File: config.mk
export PLATFORM = sky130hd
export DESIGN_NAME = fetch_align
export DESIGN_NICKNAME = d
export VERILOG_FILES = /design/src/rtl/fetch_align_pkg.sv /design/src/rtl/fetch_hbuf.sv /design/src/rtl/fetch_align.sv
export SDC_FILE = /design/constraint.sdc
export NUM_CORES = 1
export LEC_CHECK = 0
export CAP_MARGIN = 20
export CORE_UTILIZATION = 50
export DETAILED_ROUTE_END_ITERATION = 10
export PLACE_DENSITY = 0.78
export SYNTH_ARGS = -nofsm -noshare
export SYNTH_HDL_FRONTEND = slang
export SYNTH_SLANG_ARGS = --single-unit
export TNS_END_PERCENT = 10
File: constraint.sdc
create_clock -name I_clk -period 6.7 [get_ports I_clk]
set_clock_uncertainty 0.05 [all_clocks]
set_input_delay 1.34 -clock I_clk [delete_from_list [all_inputs] [get_ports I_clk]]
set_output_delay 1.34 -clock I_clk [all_outputs]
set_load 0.01 [all_outputs]
File: src/rtl/fetch_align_pkg.sv
// Shared constants for the fetch/realign stage: FSM encodings, halfword width
// and the opcode pattern that marks a full 32-bit instruction.
package fetch_align_pkg;

  localparam int unsigned HW_W = 16;

  localparam logic [1:0] RVC_OP_FULL = 2'b11;

  localparam logic [1:0] F_IDLE = 2'd0;
  localparam logic [1:0] F_WAIT = 2'd1;
  localparam logic [1:0] F_DROP = 2'd2;

  function automatic logic is_full32(input logic [HW_W-1:0] hw);
    return hw[1:0] == RVC_OP_FULL;
  endfunction

endpackage

File: src/rtl/fetch_hbuf.sv
// Three-entry halfword shift buffer: pops 0-2 halfwords from the head and
// appends 0-2 halfwords behind whatever remains, in the same cycle.
module fetch_hbuf
  import fetch_align_pkg::*;
(
  input  logic            clk,
  input  logic            rst_n,
  input  logic            clear,
  input  logic [1:0]      pop_n,
  input  logic [1:0]      push_n,
  input  logic [HW_W-1:0] push_hw0,
  input  logic [HW_W-1:0] push_hw1,
  output logic [HW_W-1:0] hw0,
  output logic [HW_W-1:0] hw1,
  output logic [1:0]      count
);

  logic [HW_W-1:0] buf_q [3];
  logic [HW_W-1:0] buf_d [3];
  logic [HW_W-1:0] kept  [3];
  logic [1:0]      cnt_d;
  logic [1:0]      rem;

  always_comb begin
    rem = count - pop_n;
    for (int unsigned i = 0; i < 3; i++) kept[i] = '0;
    case (pop_n)
      2'd0: kept = buf_q;
      2'd1: begin
        kept[0] = buf_q[1];
        kept[1] = buf_q[2];
      end
      default: kept[0] = buf_q[2];
    endcase
    buf_d = kept;
    // new halfwords land directly behind the survivors of this cycle's pop
    for (int unsigned i = 0; i < 3; i++) begin
      if (push_n != 2'd0 && rem == 2'(i))
        buf_d[i] = push_hw0;
      else if (push_n == 2'd2 && (rem + 2'd1) == 2'(i))
        buf_d[i] = push_hw1;
    end
    cnt_d = rem + push_n;
    if (clear) begin
      cnt_d = '0;
      for (int unsigned i = 0; i < 3; i++) buf_d[i] = '0;
    end
  end

  always_ff @(posedge clk or negedge rst_n) begin
    if (!rst_n) begin
      count <= '0;
      for (int unsigned i = 0; i < 3; i++) buf_q[i] <= '0;
    end else begin
      count <= cnt_d;
      for (int unsigned i = 0; i < 3; i++) buf_q[i] <= buf_d[i];
    end
  end

  assign hw0 = buf_q[0];
  assign hw1 = buf_q[1];

endmodule

File: src/rtl/fetch_align.sv
// Instruction fetch/realign stage: fetches aligned words, slices them into
// halfwords and presents one RVC or 32-bit instruction per handshake.
module fetch_align
  import fetch_align_pkg::*;
#(
  parameter logic [31:0] RESET_PC = 32'h0000_0000
) (
  input  logic        I_clk,
  input  logic        I_rst_n,
  input  logic        I_redirect,
  input  logic [31:0] I_redirect_pc,
  output logic        O_mem_req,
  output logic [31:0] O_mem_addr,
  input  logic        I_mem_ack,
  input  logic [31:0] I_mem_data,
  output logic        O_instr_valid,
  output logic [31:0] O_instr,
  output logic [31:0] O_instr_pc,
  output logic        O_instr_compressed,
  input  logic        I_instr_ready
);

  logic [1:0]      state_q;
  logic            mem_req_q;
  logic [31:0]     mem_addr_q;
  logic [31:0]     fetch_pc_q;
  logic [31:0]     instr_pc_q;
  logic            drop_low_q;

  logic [HW_W-1:0] hw0;
  logic [HW_W-1:0] hw1;
  logic [1:0]      count;
  logic [1:0]      pop_n;
  logic [1:0]      push_n;
  logic [1:0]      cnt_after;
  logic            full32;
  logic            consume;
  logic            ack_take;
  logic            fetch_now;

  assign full32             = is_full32(hw0);
  assign O_instr_valid      = full32 ? (count >= 2'd2) : (count != 2'd0);
  assign O_instr_compressed = O_instr_valid & ~full32;
  assign O_instr            = !O_instr_valid ? '0
                            : full32 ? {hw1, hw0} : {16'h0000, hw0};
  assign O_instr_pc         = instr_pc_q;
  assign O_mem_req          = mem_req_q;
  assign O_mem_addr         = mem_addr_q;

  assign consume   = O_instr_valid & I_instr_ready;
  assign pop_n     = !consume ? 2'd0 : (full32 ? 2'd2 : 2'd1);
  assign cnt_after = count - pop_n;
  // a redirect in the ack cycle makes the returning word stale
  assign ack_take  = (state_q == F_WAIT) && I_mem_ack && !I_redirect;
  assign push_n    = !ack_take ? 2'd0 : (drop_low_q ? 2'd1 : 2'd2);
  assign fetch_now = (state_q == F_IDLE) && !I_redirect && (cnt_after <= 2'd1);

  fetch_hbuf u_hbuf (
    .clk      (I_clk),
    .rst_n    (I_rst_n),
    .clear    (I_redirect),
    .pop_n    (pop_n),
    .push_n   (push_n),
    .push_hw0 (drop_low_q ? I_mem_data[31:16] : I_mem_data[15:0]),
    .push_hw1 (I_mem_data[31:16]),
    .hw0      (hw0),
    .hw1      (hw1),
    .count    (count)
  );

  always_ff @(posedge I_clk or negedge I_rst_n) begin
    if (!I_rst_n) begin
      state_q    <= F_IDLE;
      mem_req_q  <= 1'b0;
      mem_addr_q <= '0;
      fetch_pc_q <= RESET_PC & ~32'd3;
      drop_low_q <= RESET_PC[1];
      instr_pc_q <= RESET_PC;
    end else begin
      if (I_redirect) begin
        instr_pc_q <= I_redirect_pc & ~32'd1;
        fetch_pc_q <= I_redirect_pc & ~32'd3;
        drop_low_q <= I_redirect_pc[1];
      end else begin
        if (consume) instr_pc_q <= instr_pc_q + (full32 ? 32'd4 : 32'd2);
        if (ack_take) begin
          fetch_pc_q <= fetch_pc_q + 32'd4;
          drop_low_q <= 1'b0;
        end
      end

      case (state_q)
        F_IDLE: if (fetch_now) begin
          mem_req_q  <= 1'b1;
          mem_addr_q <= fetch_pc_q;
          state_q    <= F_WAIT;
        end
        F_WAIT: begin
          if (I_mem_ack) begin
            mem_req_q <= 1'b0;
            state_q   <= F_IDLE;
          end else if (I_redirect) begin
            state_q <= F_DROP;
          end
        end
        F_DROP: if (I_mem_ack) begin
          mem_req_q <= 1'b0;
          state_q   <= F_IDLE;
        end
        default: begin
          mem_req_q <= 1'b0;
          state_q   <= F_IDLE;
        end
      endcase
    end
  end

endmodule

# Word level (Yosys, flattened, before mapping)
# Cells that the tools add are included.
[op_classes] n_addsub=5 n_eq_ne=16 order_cmp=2 bitwise=3 mux=34 reduce_logical=23
[op_table] cell="$mux 32" n=6
[op_table] cell="$mux 16" n=8
[op_table] cell="$pmux 16 s2" n=2
[op_table] cell="$mux 48" n=1
[op_table] cell="$add 32x3->32" n=1
[op_table] cell="$add 32x3->32 const B" n=1
[op_table] cell="$mux 2" n=9
[op_table] cell="$ne 4x2->1 const B" n=3
[op_table] cell="$eq 2x2->1 const B" n=5
[op_table] cell="$logic_and 1x1->1" n=10
[op_table] cell="$eq 2x1->1 const B" n=4
[op_table] cell="$logic_not 2->1" n=4
[op_table] cell="$reduce_bool 2->1" n=4
[op_table] cell="$pmux 2 s3" n=1
[op_table] cell="$mux 1" n=5
[op_table] cell="$ne 2x2->1 const B" n=2
[op_table] cell="$reduce_and 2->1" n=2
[op_table] cell="$mux 3" n=1
[op_table] cell="$ne 3x3->1 const B" n=1
[op_table] cell="$reduce_and 3->1" n=1
[op_table] cell="$add 2x1->2 const B" n=1
[op_table] cell="$add 2x2->2" n=1
[op_table] cell="$and 1x1->1" n=2
[op_table] cell="$ge 2x2->1 const B" n=1
[op_table] cell="other kinds (7)" n=7
[totals] in_bits=69 regBits=150 elab_cells=93 out_inout_bits=99

# Depth between registers and ports, before layout
# Gate-level depths: netlist (run 1).
[logic_depth] word_depth=11 ltp_mapped=14 depth_no_buf=9

# Hierarchy
# A second synthesis (run 1) with hierarchy kept.
[unflattened] cells_unflattened=921 hier_area_um2=8962.3
[by_module_without_submodules] module="fetch_align" seq_area_each_um2=2377.3 n_inst=1 area_per_inst_um2=5672.9 cells_each=588
[by_module_without_submodules] module="fetch_hbuf" seq_area_each_um2=1251.2 n_inst=1 area_per_inst_um2=3289.4 cells_each=333

# Least setup slack after synthesis (run 1)
# Ideal clock, no wire load.
[synth_path] path_kind="input to register" startpoint="in I_instr_ready" endpoint="reg u_hbuf.buf_q[10] (netlist bit)" n_path_buf=3 t_arrival_ns=3.719 stages=11 setup_slack_ns=2.865 path_cell_list="buf_2 -> inv_1 -> a211oi_4 -> buf_2 -> ha_1 -> nor2b_1 -> a211oi_4 -> mux2_1 -> a21oi_2 -> buf_2 -> a221o_1"
[synth_via] elab_chain_cells=9
[synth_lines] element="start, declared" line_no="fetch_align.sv:20" text="input logic I_instr_ready"
[synth_lines] element="$and 1x1->1 *" line_no="fetch_align.sv:50" text="assign consume = O_instr_valid & I_instr_ready;"
[synth_lines] element="$mux 2 *" line_no="fetch_align.sv:51" text="assign pop_n = !consume ? 2'd0 : (full32 ? 2'd2 : 2'd1);"
[synth_lines] element="$sub 2x2->2" line_no="fetch_hbuf.sv:25" text="rem = count - pop_n;"
[synth_lines] element="$add 2x1->2" line_no="fetch_hbuf.sv:40" text="else if (push_n == 2'd2 && (rem + 2'd1) == 2'(i))"
[synth_lines] element="$eq 2x2->1" line_no="fetch_hbuf.sv:40"
[synth_lines] element="$logic_and 1x1->1" line_no="fetch_hbuf.sv:40"
[synth_lines] element="$mux 16" line_no="fetch_hbuf.sv:40"
[synth_lines] element="$mux 16" line_no="fetch_hbuf.sv:38" text="if (push_n != 2'd0 && rem == 2'(i))"
[synth_lines] element="$mux 48" line_no="fetch_hbuf.sv:44" text="if (clear) begin"
[synth_lines] element="end, declared" line_no="fetch_hbuf.sv:18" text="logic [HW_W-1:0] buf_q [3];"
# Every way passes the cells marked *; elsewhere a longest branch is shown, timed or not.
# A chain may end at the register's enable or synchronous reset.

# Worst setup path after layout (run 1)
[layout_path] startpoint="in I_instr_ready" endpoint="reg u_hbuf.buf_q, in the netlist u_hbuf.hw0[7]"
[layout_via] elab_chain_cells=9
[layout_lines] element="$and 1x1->1 *" line_no="fetch_align.sv:50"
[layout_lines] element="$mux 2 *" line_no="fetch_align.sv:51"
[layout_lines] element="$sub 2x2->2" line_no="fetch_hbuf.sv:25"
[layout_lines] element="$add 2x1->2" line_no="fetch_hbuf.sv:40"
[layout_lines] element="$logic_not 2->1" line_no="fetch_hbuf.sv:40"
[layout_lines] element="$logic_and 1x1->1" line_no="fetch_hbuf.sv:40"
[layout_lines] element="$mux 16" line_no="fetch_hbuf.sv:40"
[layout_lines] element="$mux 16" line_no="fetch_hbuf.sv:38"
[layout_lines] element="$mux 48" line_no="fetch_hbuf.sv:44"
# Marked as above.

==> results of run 1 <==
## worst max path at each step
stage                              from          endpoint  slack, ps  depth (start not counted)
after floorplan           I_instr_ready  u_hbuf.buf_q[10]       2860                         11
after global placement    I_instr_ready     u_hbuf.hw0[3]       1550                          9
after detailed placement  I_instr_ready     u_hbuf.hw0[2]       1510                          9
after CTS                 I_instr_ready     u_hbuf.hw0[2]       1930                          9
after global routing      I_instr_ready     u_hbuf.hw0[2]       1640                          9
final                     I_instr_ready     u_hbuf.hw0[7]       1910                          9
## state kept, by name, summed over array words and instances (netlist names)
| signal | cells |
|---|---|
| O_instr_pc | 31 |
| O_mem_addr | 30 |
| O_mem_req | 1 |
| drop_low_q | 1 |
| fetch_pc_q | 30 |
| state_q | 2 |
| u_hbuf.buf_q | 16 |
| u_hbuf.count | 2 |
| u_hbuf.hw0 | 16 |
| u_hbuf.hw1 | 16 |
## metal layers
metal | track usage, % | share of wire [%] | vias up
met4 | 8.59 | 1.7 | 0
met5 | 0 | 0 | -
met1 | 39.6 | 44 | 3494
met3 | 5.17 | 6.4 | 28
li1 | - | - | 3206
met2 | 44.2 | 48 | 304
## worst min-delay path: cells and delay by family, from the launching register on
kind / cells / cell delay [ps]
DFF: 1 / 330
and+or+nand+nor: 1 / 50
AOI/OAI and AO/OA: 1 / 60
## cell usage after synthesis (all sizes together) (2+ instances only)
| master | count | area (sq um) |
|---|---|---|
| nor4 | 12 | 90.1 |
| dfrtp | 145 | 3630 |
| and3 | 27 | 169 |
| nand2 | 58 | 218 |
| o211ai | 2 | 28.8 |
| nand3 | 26 | 130 |
| ha | 8 | 100 |
| and2 | 2 | 12.5 |
| xor2 | 27 | 236 |
| xnor2 | 29 | 254 |
| nand4 | 26 | 184 |
| nand4b | 2 | 17.5 |
| o2111ai | 2 | 17.5 |
| a31oi | 3 | 18.8 |
| mux2i | 35 | 350 |
| nand2b | 5 | 31.3 |
| nor3 | 31 | 155 |
| nor2b | 20 | 125 |
| inv | 18 | 67.6 |
| a21oi | 28 | 155 |
| o21ai | 10 | 50.1 |
| o221ai | 16 | 140 |
| mux2 | 80 | 905 |
| buf | 28 | 159 |
| or4 | 2 | 18.8 |
| a221o | 16 | 160 |
| or3 | 2 | 13.8 |
| a221oi | 15 | 131 |
| a21boi | 4 | 30.0 |
| a211oi | 3 | 47.6 |
| and4 | 4 | 36.3 |
| nor2 | 46 | 175 |
| a22o | 15 | 131 |
| clkbuf | 24 | 111 |
## cells by family after synthesis
family,share of synthesized area [%]
simple gates,17.0
flops,44.0
compound gates,12.3
mux,15.2
buf+inv,4.09
xor+xnor,5.94
fa+ha+maj,1.46
other cells,0.0455
## power groups by stage
stage	Clock (uW)	Combinational [uW]	Sequential, uW
floorplan	0	645	1240
global placement	0	1160	1220
detailed placement	0	1180	1230
CTS	927	1190	1210
global route	968	1280	1240
finish	921	1190	1220
## layout make-up
| cell class | instances | area (sq um) |
|---|---|---|
| fillers | 1315 | 5390 |
| clock buffers | 19 | 443 |
| well taps | 216 | 270 |
| clock inverters | 13 | 128 |
| repair buffers | 179 | 1760 |
| flip-flops and latches | 145 | 3630 |
| multi-input cells | 574 | 4310 |
| inverters | 18 | 67.6 |
## cell usage in the layout (no fill, tap or decap), types with 2 or more instances in the layout
master                              n
sky130_fd_sc_hd__inv_6              3
sky130_fd_sc_hd__nand3_1           26
sky130_fd_sc_hd__clkbuf_16         17
sky130_fd_sc_hd__nand2_1           58
sky130_fd_sc_hd__xnor2_1           29
sky130_fd_sc_hd__dfrtp_1          145
sky130_fd_sc_hd__mux2_2            78
sky130_fd_sc_hd__a211oi_4           2
sky130_fd_sc_hd__a22o_1            15
sky130_fd_sc_hd__mux2i_1           35
sky130_fd_sc_hd__xor2_1            27
sky130_fd_sc_hd__a221o_1           16
sky130_fd_sc_hd__a21boi_0           3
sky130_fd_sc_hd__buf_4             15
sky130_fd_sc_hd__nor3_1            30
sky130_fd_sc_hd__a21oi_1           26
sky130_fd_sc_hd__ha_1               8
sky130_fd_sc_hd__inv_1             17
sky130_fd_sc_hd__nor2b_1           20
sky130_fd_sc_hd__nor4_1            11
sky130_fd_sc_hd__clkinvlp_4         3
sky130_fd_sc_hd__nand2b_1           5
sky130_fd_sc_hd__nand4b_1           2
sky130_fd_sc_hd__o21ai_1            2
sky130_fd_sc_hd__and2_1             2
sky130_fd_sc_hd__a221oi_1          15
sky130_fd_sc_hd__buf_6              2
sky130_fd_sc_hd__clkinv_4           5
sky130_fd_sc_hd__a31oi_1            3
sky130_fd_sc_hd__nand4_1           24
sky130_fd_sc_hd__and4_1             3
sky130_fd_sc_hd__o21ai_0            8
sky130_fd_sc_hd__clkdlybuf4s50_1  162
sky130_fd_sc_hd__o221ai_1          16
sky130_fd_sc_hd__and3_1            27
sky130_fd_sc_hd__nor2_1            45
sky130_fd_sc_hd__conb_1             3
## metrics by stage
| step | utilization [%] | setup slack (ps) |
|---|---|---|
| 6_report | 66.3 | 1910 |
| 5_1_grt | 66.3 | 1640 |
| 4_1_cts | 66.2 | 1930 |
| 3_5_place_dp | 62.7 | 1510 |
| 3_3_place_gp | 62.7 | 1550 |
| 2_1_floorplan | - | 2860 |
==> results by group, run 1 <==
Drt
  • WL per Instance: a little under 20 microns
  • Number of detailed-routing iterations run before antenna repair: 5
  • Violation count after the first detailed-route iteration: 630
  • DRC violation count after routing: 0
  • WL final: ~23 mm
  • Per-cell via count in the routed design: between 6 and 7
  • Antenna-violating nets left: 0
  • Vias after detailed routing: approximately 7000

Timing
  • Hold slack: 428 ps
  • Number of setup violations in the final report: 0
  • Number of max-slew violations in the final report: 0
  • FMAX: roughly 0.21 GHz
  • Final hold vios: 0
  • Ratio of final minimum period to clock period: around 70%
  • Unrepaired setup endpoints after global routing: no
  • Setup TNS after final layout: 0 ps
  • Transition time of the tightest slew-check pin: between 900 and 1000 ps
  • Shortest clock period the worst path allows after layout: ~4800 ps
  • Relative slew slack: between 30% and 40%

Synthesis
  • Dominant register cell in the synthesized netlist: sky130_fd_sc_hd__dfrtp_1
  • Mean instance size in the synthesized netlist: between 10 and 15 sq um
  • Gate Count Post-Synth: 787
  • EDFF count, synth: 0
  • Register bit total from synthesis: between 100 and 150
  • Share of the yosys chip area belonging to registers: 44.0%
  • Number of library cell types mapped by synthesis: between 70 and 80
  • Synth Cell Area: just over 8000 sq um
  • Total number of yosys warnings: 0
  • Share of synthesized flip-flops with an asynchronous set or reset: 100%

Min path
  • Hold/Removal Path Class: reg -> reg
  • Hold depth: 2
  • Beginning of the worst hold path: u_hbuf.hw0[15]
  • Capture endpoint of the worst hold path: u_hbuf.hw0[15]

Status
  • Result of the run: complete, no violations

GRT
  • Number of antenna violations at the first check in global routing: 0
  • Global route total overflow: 0
  • Total Routing Usage GR: 28.1%
  • Wire length of the first global-routing pass: between 30 and 40 mm
  • Vias in the first global route: 6716
  • Maximum number of pins on one net before global-route repair: 90

Power
  • Total design power: roughly 3300 uW
  • PwrDens: roughly 310 nW/um^2
  • Static Leakage: ~0.0043 uW
  • Switching Power: 1150 uW
  • Share of power burned in combinational logic: a little over a third
  • Internal power contribution: around 2200 uW
  • Fraction of power consumed by the clock network: ~28%
  • Max rail drop VDD: 0.211 mV
  • Register share of total power: 36.6%
  • Switching share of power: 34.4%

CTS
  • Number of buffers added by the clock tree synthesis step: 17
  • CTS Sinks: 145
  • Number of buffers inserted by post-CTS setup repair: 0
  • Clock Tree Buf Depth: 2
  • Post-cts sizing count: 0
  • Insertion delay of the later-clocked pin in the worst-skew pair: between 400 and 500 ps
  • Number of H-tree branching levels: 4
  • Clock tree from TritonCTS: done
  • Clock slew seen by the registers of the worst setup and hold paths: 60 ps
  • Total of hold buffers inserted after clock tree synthesis: 0
  • Root buffer selected by CTS: sky130_fd_sc_hd__clkbuf_16

Place
  • Placer's final routability congestion estimate: approximately 0.83
  • Number of placed instances, taps included: about 1100
  • Post-detailed-placement half-perimeter wirelength: 15.4 mm
  • Port Buffers: about 160
  • Total cell area at the placement stage: around 10000 sq um

Cells and area
  • Number of antenna cells inserted: 0
  • Area added between synthesis and finish: 28.6%
  • Number of nets in the layout: between 1000 and 1500
  • Share of layout cells above drive strength 1: 15.3%
  • Final design area excluding fillers: about 11000 sq um
  • Final std cells w/o fill: approximately 1200

Floorplanning
  • Ports placed on the boundary: between 150 and 200
  • Number of standard-cell rows in the floorplan: 46
  • Die Span X: 130 microns
  • Core region area: ~16000 sq um
  • Die area: roughly 17000 sq um
  • Die Span Y: roughly 130 microns
  • Initial Util: around half

Worst setup path
  • Crit-path max cell delay: approximately 790 ps
  • Launching element type of the critical path: primary input
  • Count of buffering cells on the critical path with inverters included: 3
  • RR Endpoint: u_hbuf.hw0[7]
  • Worst flop-to-flop path startpoint: u_hbuf.count[1]
  • CP max stage cell: sky130_fd_sc_hd__a2111oi_0
  • CP endpoint kind: register
  • Reg-to-reg slack, setup: between 2000 and 2500 ps
  • Data required time of the worst path: 6900 ps
  • Largest fanout of any net on the critical path: 33
  • Data arrival time of the critical path: roughly 5000 ps
  • Depth of the worst register-to-register path: 8
  • Largest delay contributor family on the critical path: compound AO/OA/AOI/OAI gates
  • Ordered list of cells on the worst path: clkdlybuf4s50_1, inv_1, a211oi_4, buf_4, ha_1, nand3_1, a2111oi_0, a2111o_1, o221ai_1
  • Kind of critical path: in -> reg

Job
  • Number of max-capacitance violations reported: 0
Note: power is estimated with default switching activity, not from simulation.
==> run 2, diff against run 1 <==
==> constraint.sdc (replaced) <==
create_clock -name I_clk -period 4.53 [get_ports I_clk]
set_clock_uncertainty 0.05 [all_clocks]
set_input_delay 0.906 -clock I_clk [delete_from_list [all_inputs] [get_ports I_clk]]
set_output_delay 0.906 -clock I_clk [all_outputs]
set_load 0.01 [all_outputs]
==> results by group, run 2 (synthesis gave the netlist of run 1 again) <==
Worst setup path
  • Data required time of the worst path: between 4000 and 5000 ps
  • Kind of critical path: in -> reg
  • Largest fanout of any net on the critical path: 16
  • Depth of the worst register-to-register path: 8
  • CP endpoint kind: register
  • Worst setup path startpoint: I_instr_ready
  • Data arrival time of the critical path: 4100 ps
  • Worst flop-to-flop path startpoint: u_hbuf.hw0[0]
  • Launching element type of the critical path: primary input

Timing
  • Relative slew slack: roughly a third
  • Number of max-slew violations in the final report: 0
  • Number of setup violations in the final report: 0
  • Setup TNS after final layout: 0 ps
  • FMAX: 0.258 GHz
  • Hold slack: between 400 and 500 ps
  • Final hold vios: 0
  • Transition time of the tightest slew-check pin: 973 ps
  • Shortest clock period the worst path allows after layout: slightly below 4000 ps
  • Ratio of final minimum period to clock period: a little under nine tenths
  • Unrepaired setup endpoints after global routing: no

GRT
  • Met3 track demand over resource: just under 6%
  • Global route total overflow: 0
  • Vias in the first global route: around 6900
  • Met1 track demand over resource: 39.6%
  • Total Routing Usage GR: between 20 and 30%
  • Peak-usage layer in the global routing report: met2
  • Wire length of the first global-routing pass: 37.0 mm
  • Maximum number of pins on one net before global-route repair: between 100 and 150
  • Met2 GRT Util: a little over two fifths
  • Number of antenna violations at the first check in global routing: 0

Drt
  • DRC violation count after routing: 0
  • Violation count after the first detailed-route iteration: 543
  • Vias after detailed routing: a little over 7000
  • WL final: 23.3 mm
  • Number of detailed-routing iterations run before antenna repair: 5
  • WL per Instance: roughly 20 microns
  • Antenna-violating nets left: 0
  • Per-cell via count in the routed design: 6.01

Place
  • Placer's final routability congestion estimate: between 0.8 and 0.9
  • Port Buffers: 163
  • Number of placed instances, taps included: between 1000 and 1500
  • Total cell area at the placement stage: about 10000 sq um
  • Post-detailed-placement half-perimeter wirelength: 15.6 mm

Floorplanning
  • Core region area: ~16000 sq um
  • Ports placed on the boundary: 168
  • Die area: 17000 sq um
  • Initial Util: just over 50%
  • Number of standard-cell rows in the floorplan: 46
  • Die Span X: roughly 130 microns
  • Die Span Y: 130 microns

CTS
  • Number of buffers inserted by post-CTS setup repair: 0
  • Clock Tree Buf Depth: 2
  • CTS Sinks: ~150
  • Total of hold buffers inserted after clock tree synthesis: 0
  • Clock slew seen by the registers of the worst setup and hold paths: around 60 ps
  • Number of buffers added by the clock tree synthesis step: 17
  • Post-cts sizing count: 0
  • Insertion delay of the later-clocked pin in the worst-skew pair: around 430 ps
  • Number of H-tree branching levels: 4
  • Root buffer selected by CTS: sky130_fd_sc_hd__clkbuf_16
  • Clock tree from TritonCTS: done

Cells and area
  • Most used cells in the layout excluding fill and tap cells: sky130_fd_sc_hd__clkdlybuf4s50_1, sky130_fd_sc_hd__dfrtp_1, sky130_fd_sc_hd__mux2_2
  • Number of fill cells in the layout: approximately 1300
  • Share of layout cells above drive strength 1: about 16%
  • Number of antenna cells inserted: 0
  • Final std cells w/o fill: 1171
  • Number of nets in the layout: 1020
  • Final design area excluding fillers: 10700 sq um
  • Post-layout utilization of the core: 67.0%
  • Max FFs per register: 31
  • Leading cell type in the layout, fill and taps excluded: sky130_fd_sc_hd__clkdlybuf4s50_1
  • Area added between synthesis and finish: 29.9%

Power
  • Max rail drop VDD: 0.360 mV
  • Static Leakage: between 0.004 and 0.005 uW
  • PwrDens: between 400 and 500 nW/um^2

Min path
  • Hold/Removal Path Class: reg -> reg
  • Hold depth: 2
  • Beginning of the worst hold path: u_hbuf.hw0[15]

Status
  • Result of the run: complete, no violations

Job
  • Number of max-capacitance violations reported: 0
[run 2: through the flow]
| stage | setup slack (ps) | total power (uW) |
|---|---|---|
| after CTS | 719 | 5130 |
| after global routing | 380 | 5370 |
| after detailed placement | 262 | 3590 |
| after floorplan | 1130 | 2790 |
| after global placement | 384 | 3540 |
| final | 657 | 5120 |
[run 2: worst paths after layout]
check	end	slack, ps
max	u_hbuf.hw0[2]	660
min	u_hbuf.hw0[15]	430
max reg2reg	u_hbuf.hw0[2]	1180
min reg2reg	u_hbuf.hw0[15]	430
max in group asynchronous	u_hbuf.buf_q[12]	2970
min in group asynchronous	O_mem_addr[27]	570
[run 2: cell type report]
type | instances | area [sq um] | area share, %
timing repair buffer | 186 | 1810 | 16.9
clock buffer | 18 | 439 | 4.10
tap | 216 | 270 | 2.52
clock inverter | 14 | 203 | 1.89
multi-input combinational | 574 | 4300 | 40.1
inverter | 18 | 67.6 | 0.630
sequential | 145 | 3630 | 33.8
[run 2: critical path, stage by stage]
cell                              delay [ps]
sky130_fd_sc_hd__clkdlybuf4s50_1         650
sky130_fd_sc_hd__inv_1                   200
sky130_fd_sc_hd__a211oi_4                200
sky130_fd_sc_hd__ha_1                    340
sky130_fd_sc_hd__nand3_1                 110
sky130_fd_sc_hd__a2111oi_0               760
sky130_fd_sc_hd__a2111o_1                680
sky130_fd_sc_hd__o221ai_1                240
[run 2: per-layer routing]
layer | part of all wire, % | wire, microns
met1 | 44 | 10300
met2 | 47 | 10900
met3 | 6.2 | 1440
met4 | 2.9 | 669
met5 | 0 | 0
[run 2: report_power, final]
part / switching, uW / internal [uW] / leakage, uW
clock network: 597 / 944 / 0.000305
registers: 220 / 1570 / 0.00179
logic: 894 / 890 / 0.00228
total: 1710 / 3410 / 0.00437
==> run 3, diff against run 2 <==
--- a/config.mk
+++ b/config.mk
@@ -5,10 +5,11 @@
 export SDC_FILE = /design/constraint.sdc
 export NUM_CORES = 1
 export LEC_CHECK = 0
+export ABC_AREA = 1
 export CAP_MARGIN = 20
 export CORE_UTILIZATION = 50
 export DETAILED_ROUTE_END_ITERATION = 10
-export PLACE_DENSITY = 0.78
+export PLACE_DENSITY = 0.77
 export SYNTH_ARGS = -nofsm -noshare
 export SYNTH_HDL_FRONTEND = slang
 export SYNTH_SLANG_ARGS = --single-unit
==> results by group, run 3 <==
Timing
  • Relative slew slack: roughly 37%
  • Shortest clock period the worst path allows after layout: about 3700 ps
  • Transition time of the tightest slew-check pin: approximately 950 ps
  • Unrepaired setup endpoints after global routing: no
  • Ratio of final minimum period to clock period: 81.0%
  • Final hold vios: 0
  • Setup TNS after final layout: 0 ps
  • Number of setup violations in the final report: 0
  • Number of max-slew violations in the final report: 0
  • Min setup slack post-route: 860 ps
  • FMAX: 0.272 GHz

Cells and area
  • Final std cells w/o fill: about 1900
  • Number of nets in the layout: 1683
  • Number of antenna cells inserted: 0
  • Share of layout cells above drive strength 1: ~5%
  • Max FFs per register: 31
  • Most used cells in the layout excluding fill and tap cells: sky130_fd_sc_hd__nand2_1, sky130_fd_sc_hd__nor2_1, sky130_fd_sc_hd__clkdlybuf4s50_1
  • Leading cell type in the layout, fill and taps excluded: sky130_fd_sc_hd__nand2_1
  • Area added between synthesis and finish: 25.4%

GRT
  • Global route total overflow: 0
  • Number of antenna violations at the first check in global routing: 0
  • Wire length of the first global-routing pass: 49.1 mm
  • Maximum number of pins on one net before global-route repair: 89
  • Vias in the first global route: between 9000 and 10000
  • Total Routing Usage GR: between 30% and 40%

CTS
  • Total of hold buffers inserted after clock tree synthesis: 0
  • Post-cts sizing count: 0
  • Number of buffers inserted by post-CTS setup repair: 0
  • Root buffer selected by CTS: sky130_fd_sc_hd__clkbuf_16
  • Clock tree from TritonCTS: done
  • Clock slew seen by the registers of the worst setup and hold paths: 60 ps
  • Insertion delay of the later-clocked pin in the worst-skew pair: between 400 and 500 ps
  • CTS Sinks: around 150
  • Clock Tree Buf Depth: 2
  • Number of buffers added by the clock tree synthesis step: 17
  • Number of H-tree branching levels: 4

Worst setup path
  • Crit-path max cell delay: between 500 and 600 ps
  • Launching element type of the critical path: register
  • Data arrival time of the critical path: 2710 ps
  • Kind of critical path: reg -> out
  • CP endpoint kind: output port
  • Ordered list of cells on the worst path: nand2_1, nand2_1, nand2_1, inv_1, nor2_1, clkdlybuf4s50_1
  • Data required time of the worst path: ~3600 ps
  • Largest delay contributor family on the critical path: simple AND/OR/NAND/NOR gates
  • CP max stage cell: sky130_fd_sc_hd__nand2_1
  • Count of buffering cells on the critical path with inverters included: 2
  • CP dominant cell by count: sky130_fd_sc_hd__nand2_1
  • Largest fanout of any net on the critical path: 20

Synthesis
  • List of most frequent post-synthesis cells: sky130_fd_sc_hd__nand2_1, sky130_fd_sc_hd__nor2_1, sky130_fd_sc_hd__inv_1
  • Count leader, synth: sky130_fd_sc_hd__nand2_1
  • Gate Count Post-Synth: approximately 1500
  • Dominant register cell in the synthesized netlist: sky130_fd_sc_hd__dfrtp_1
  • Number of library cell types mapped by synthesis: 39
  • Cell types with the largest area share after synthesis: sky130_fd_sc_hd__dfrtp_1, sky130_fd_sc_hd__nand2_1, sky130_fd_sc_hd__nor2_1
  • Total number of yosys warnings: 0
  • EDFF count, synth: 0
  • Register bit total from synthesis: 145
  • Synth Cell Area: 9520 sq um
  • Library cell occupying the most area in the post-synthesis netlist: sky130_fd_sc_hd__dfrtp_1
  • Share of synthesized flip-flops with an asynchronous set or reset: 100%
  • Top-area cell type share of the netlist area: a little under two fifths
  • Mean instance size in the synthesized netlist: roughly 6.5 sq um
  • Share of the yosys chip area belonging to registers: a little under two fifths

Drt
  • Vias after detailed routing: ~10000
  • Antenna-violating nets left: 0
  • Number of detailed-routing iterations run before antenna repair: 7
  • WL per Instance: 16.7 microns
  • WL final: a little over 30 mm
  • Violation count after the first detailed-route iteration: approximately 1100
  • Per-cell via count in the routed design: roughly 5.5
  • DRC violation count after routing: 0

Power
  • Internal power contribution: between 3000 and 4000 uW
  • Fraction of power consumed by the clock network: a little under a quarter
  • Switching share of power: 42.3%
  • PwrDens: roughly 520 nW/um^2
  • Max rail drop VDD: 0.302 mV
  • Share of power burned in combinational logic: 43.4%
  • Static Leakage: about 0.0057 uW
  • Switching Power: 2630 uW
  • Register share of total power: between 30 and 40%

Place
  • Number of placed instances, taps included: 1820
  • Post-detailed-placement half-perimeter wirelength: about 22 mm
  • Post-place setup slack: 783 ps
  • Port Buffers: ~160
  • Placer's final routability congestion estimate: slightly above 0.9

Status
  • Result of the run: complete, no violations

Floorplanning
  • Initial Util: approximately half
  • Die area: approximately 20000 sq um
  • Ports placed on the boundary: 168
  • Core region area: 18700 sq um
  • Die Span Y: 140 microns
  • Die Span X: approximately 140 microns
  • Number of standard-cell rows in the floorplan: 50

Min path
  • Hold/Removal Path Class: reg -> reg

Job
  • Number of max-capacitance violations reported: 0
## run 3: cell types whose count changed in the layout (fill, tap and decap cells not counted), sizes merged, moves of 16 or more
cell	delta
nand2	+489
mux2i	-32
xnor2	-29
and3	-27
mux2	-76
nand3	+92
a221o	-16
inv	+135
nor2	+159
o21ai	+70
nor2b	-20
## run 3: cells by family after synthesis
group           after synthesis  synth area share (%)
other cells                   1                0.0394
xor+xnor                     27                  2.48
simple gates                928                  40.8
compound gates              131                  7.57
mux                           7                 0.789
fa+ha+maj                     9                  1.26
flops                       145                  38.1
buf+inv                     214                  8.94
## run 3: area by class of cell
type                       count  area, sq um
timing repair buffer         180         1770
clock inverter                13          153
inverter                     156          587
sequential                   145         3630
fill                        1692         6770
clock buffer                  19          453
multi-input combinational   1105         5050
tap                          234          293
## run 3: path summary, 6_finish.rpt
path / from / endpoint / slack, ps / cells after the start
min reg2reg: O_mem_addr[31] / O_mem_addr[31] / 430 / 2
min: O_mem_addr[31] / O_mem_addr[31] / 430 / 2
max in group asynchronous: I_rst_n / u_hbuf.hw1[9] / 3160 / 2
max: u_hbuf.hw0[0] / O_instr[8] / 860 / 6
max reg2reg: u_hbuf.hw0[0] / u_hbuf.buf_q[5] / 1170 / 12
min in group asynchronous: I_rst_n / O_mem_addr[30] / 460 / 1
## run 3: stage by stage
step                utilization [%]  total power (uW)  hold slack, ps  area [sq um]
finish                         63.8              6230             432         11900
global route                   63.8              6620             448         11900
CTS                            63.8              6210             434         11900
detailed placement             60.6              4760             417         11300
global placement               60.6              4680             414         11300
floorplan                         -              3610             399          9530
## run 3: per-layer routing
| layer | track usage (%) | up-vias | routed length (microns) |
|---|---|---|---|
| met5 | 0 | - | 0 |
| met3 | 4.79 | 88 | 2270 |
| met1 | 40.2 | 4740 | 12500 |
| li1 | - | 4901 | - |
| met4 | 16.9 | 0 | 1380 |
| met2 | 54.6 | 457 | 14800 |
## run 3: power by group through the flow
| stage | sequential [uW] | combinational, uW | clock, uW |
|---|---|---|---|
| after global routing | 2120 | 2990 | 1510 |
| after CTS | 2070 | 2680 | 1460 |
| after floorplan | 2060 | 1550 | 0 |
| final | 2070 | 2700 | 1450 |
| after global placement | 2070 | 2610 | 0 |
| after detailed placement | 2080 | 2670 | 0 |
## run 3: worst register-to-register path, stage by stage (launching register included)
cell	delay, ps
sky130_fd_sc_hd__dfrtp_1	410
sky130_fd_sc_hd__nand2_1	580
sky130_fd_sc_hd__o21ai_2	140
sky130_fd_sc_hd__nor2_2	140
sky130_fd_sc_hd__ha_1	200
sky130_fd_sc_hd__inv_1	60
sky130_fd_sc_hd__nand3_1	170
sky130_fd_sc_hd__nand2_2	310
sky130_fd_sc_hd__nand2_1	180
sky130_fd_sc_hd__inv_1	130
sky130_fd_sc_hd__nor3_4	680
sky130_fd_sc_hd__nand2_1	160
sky130_fd_sc_hd__nand2_1	100
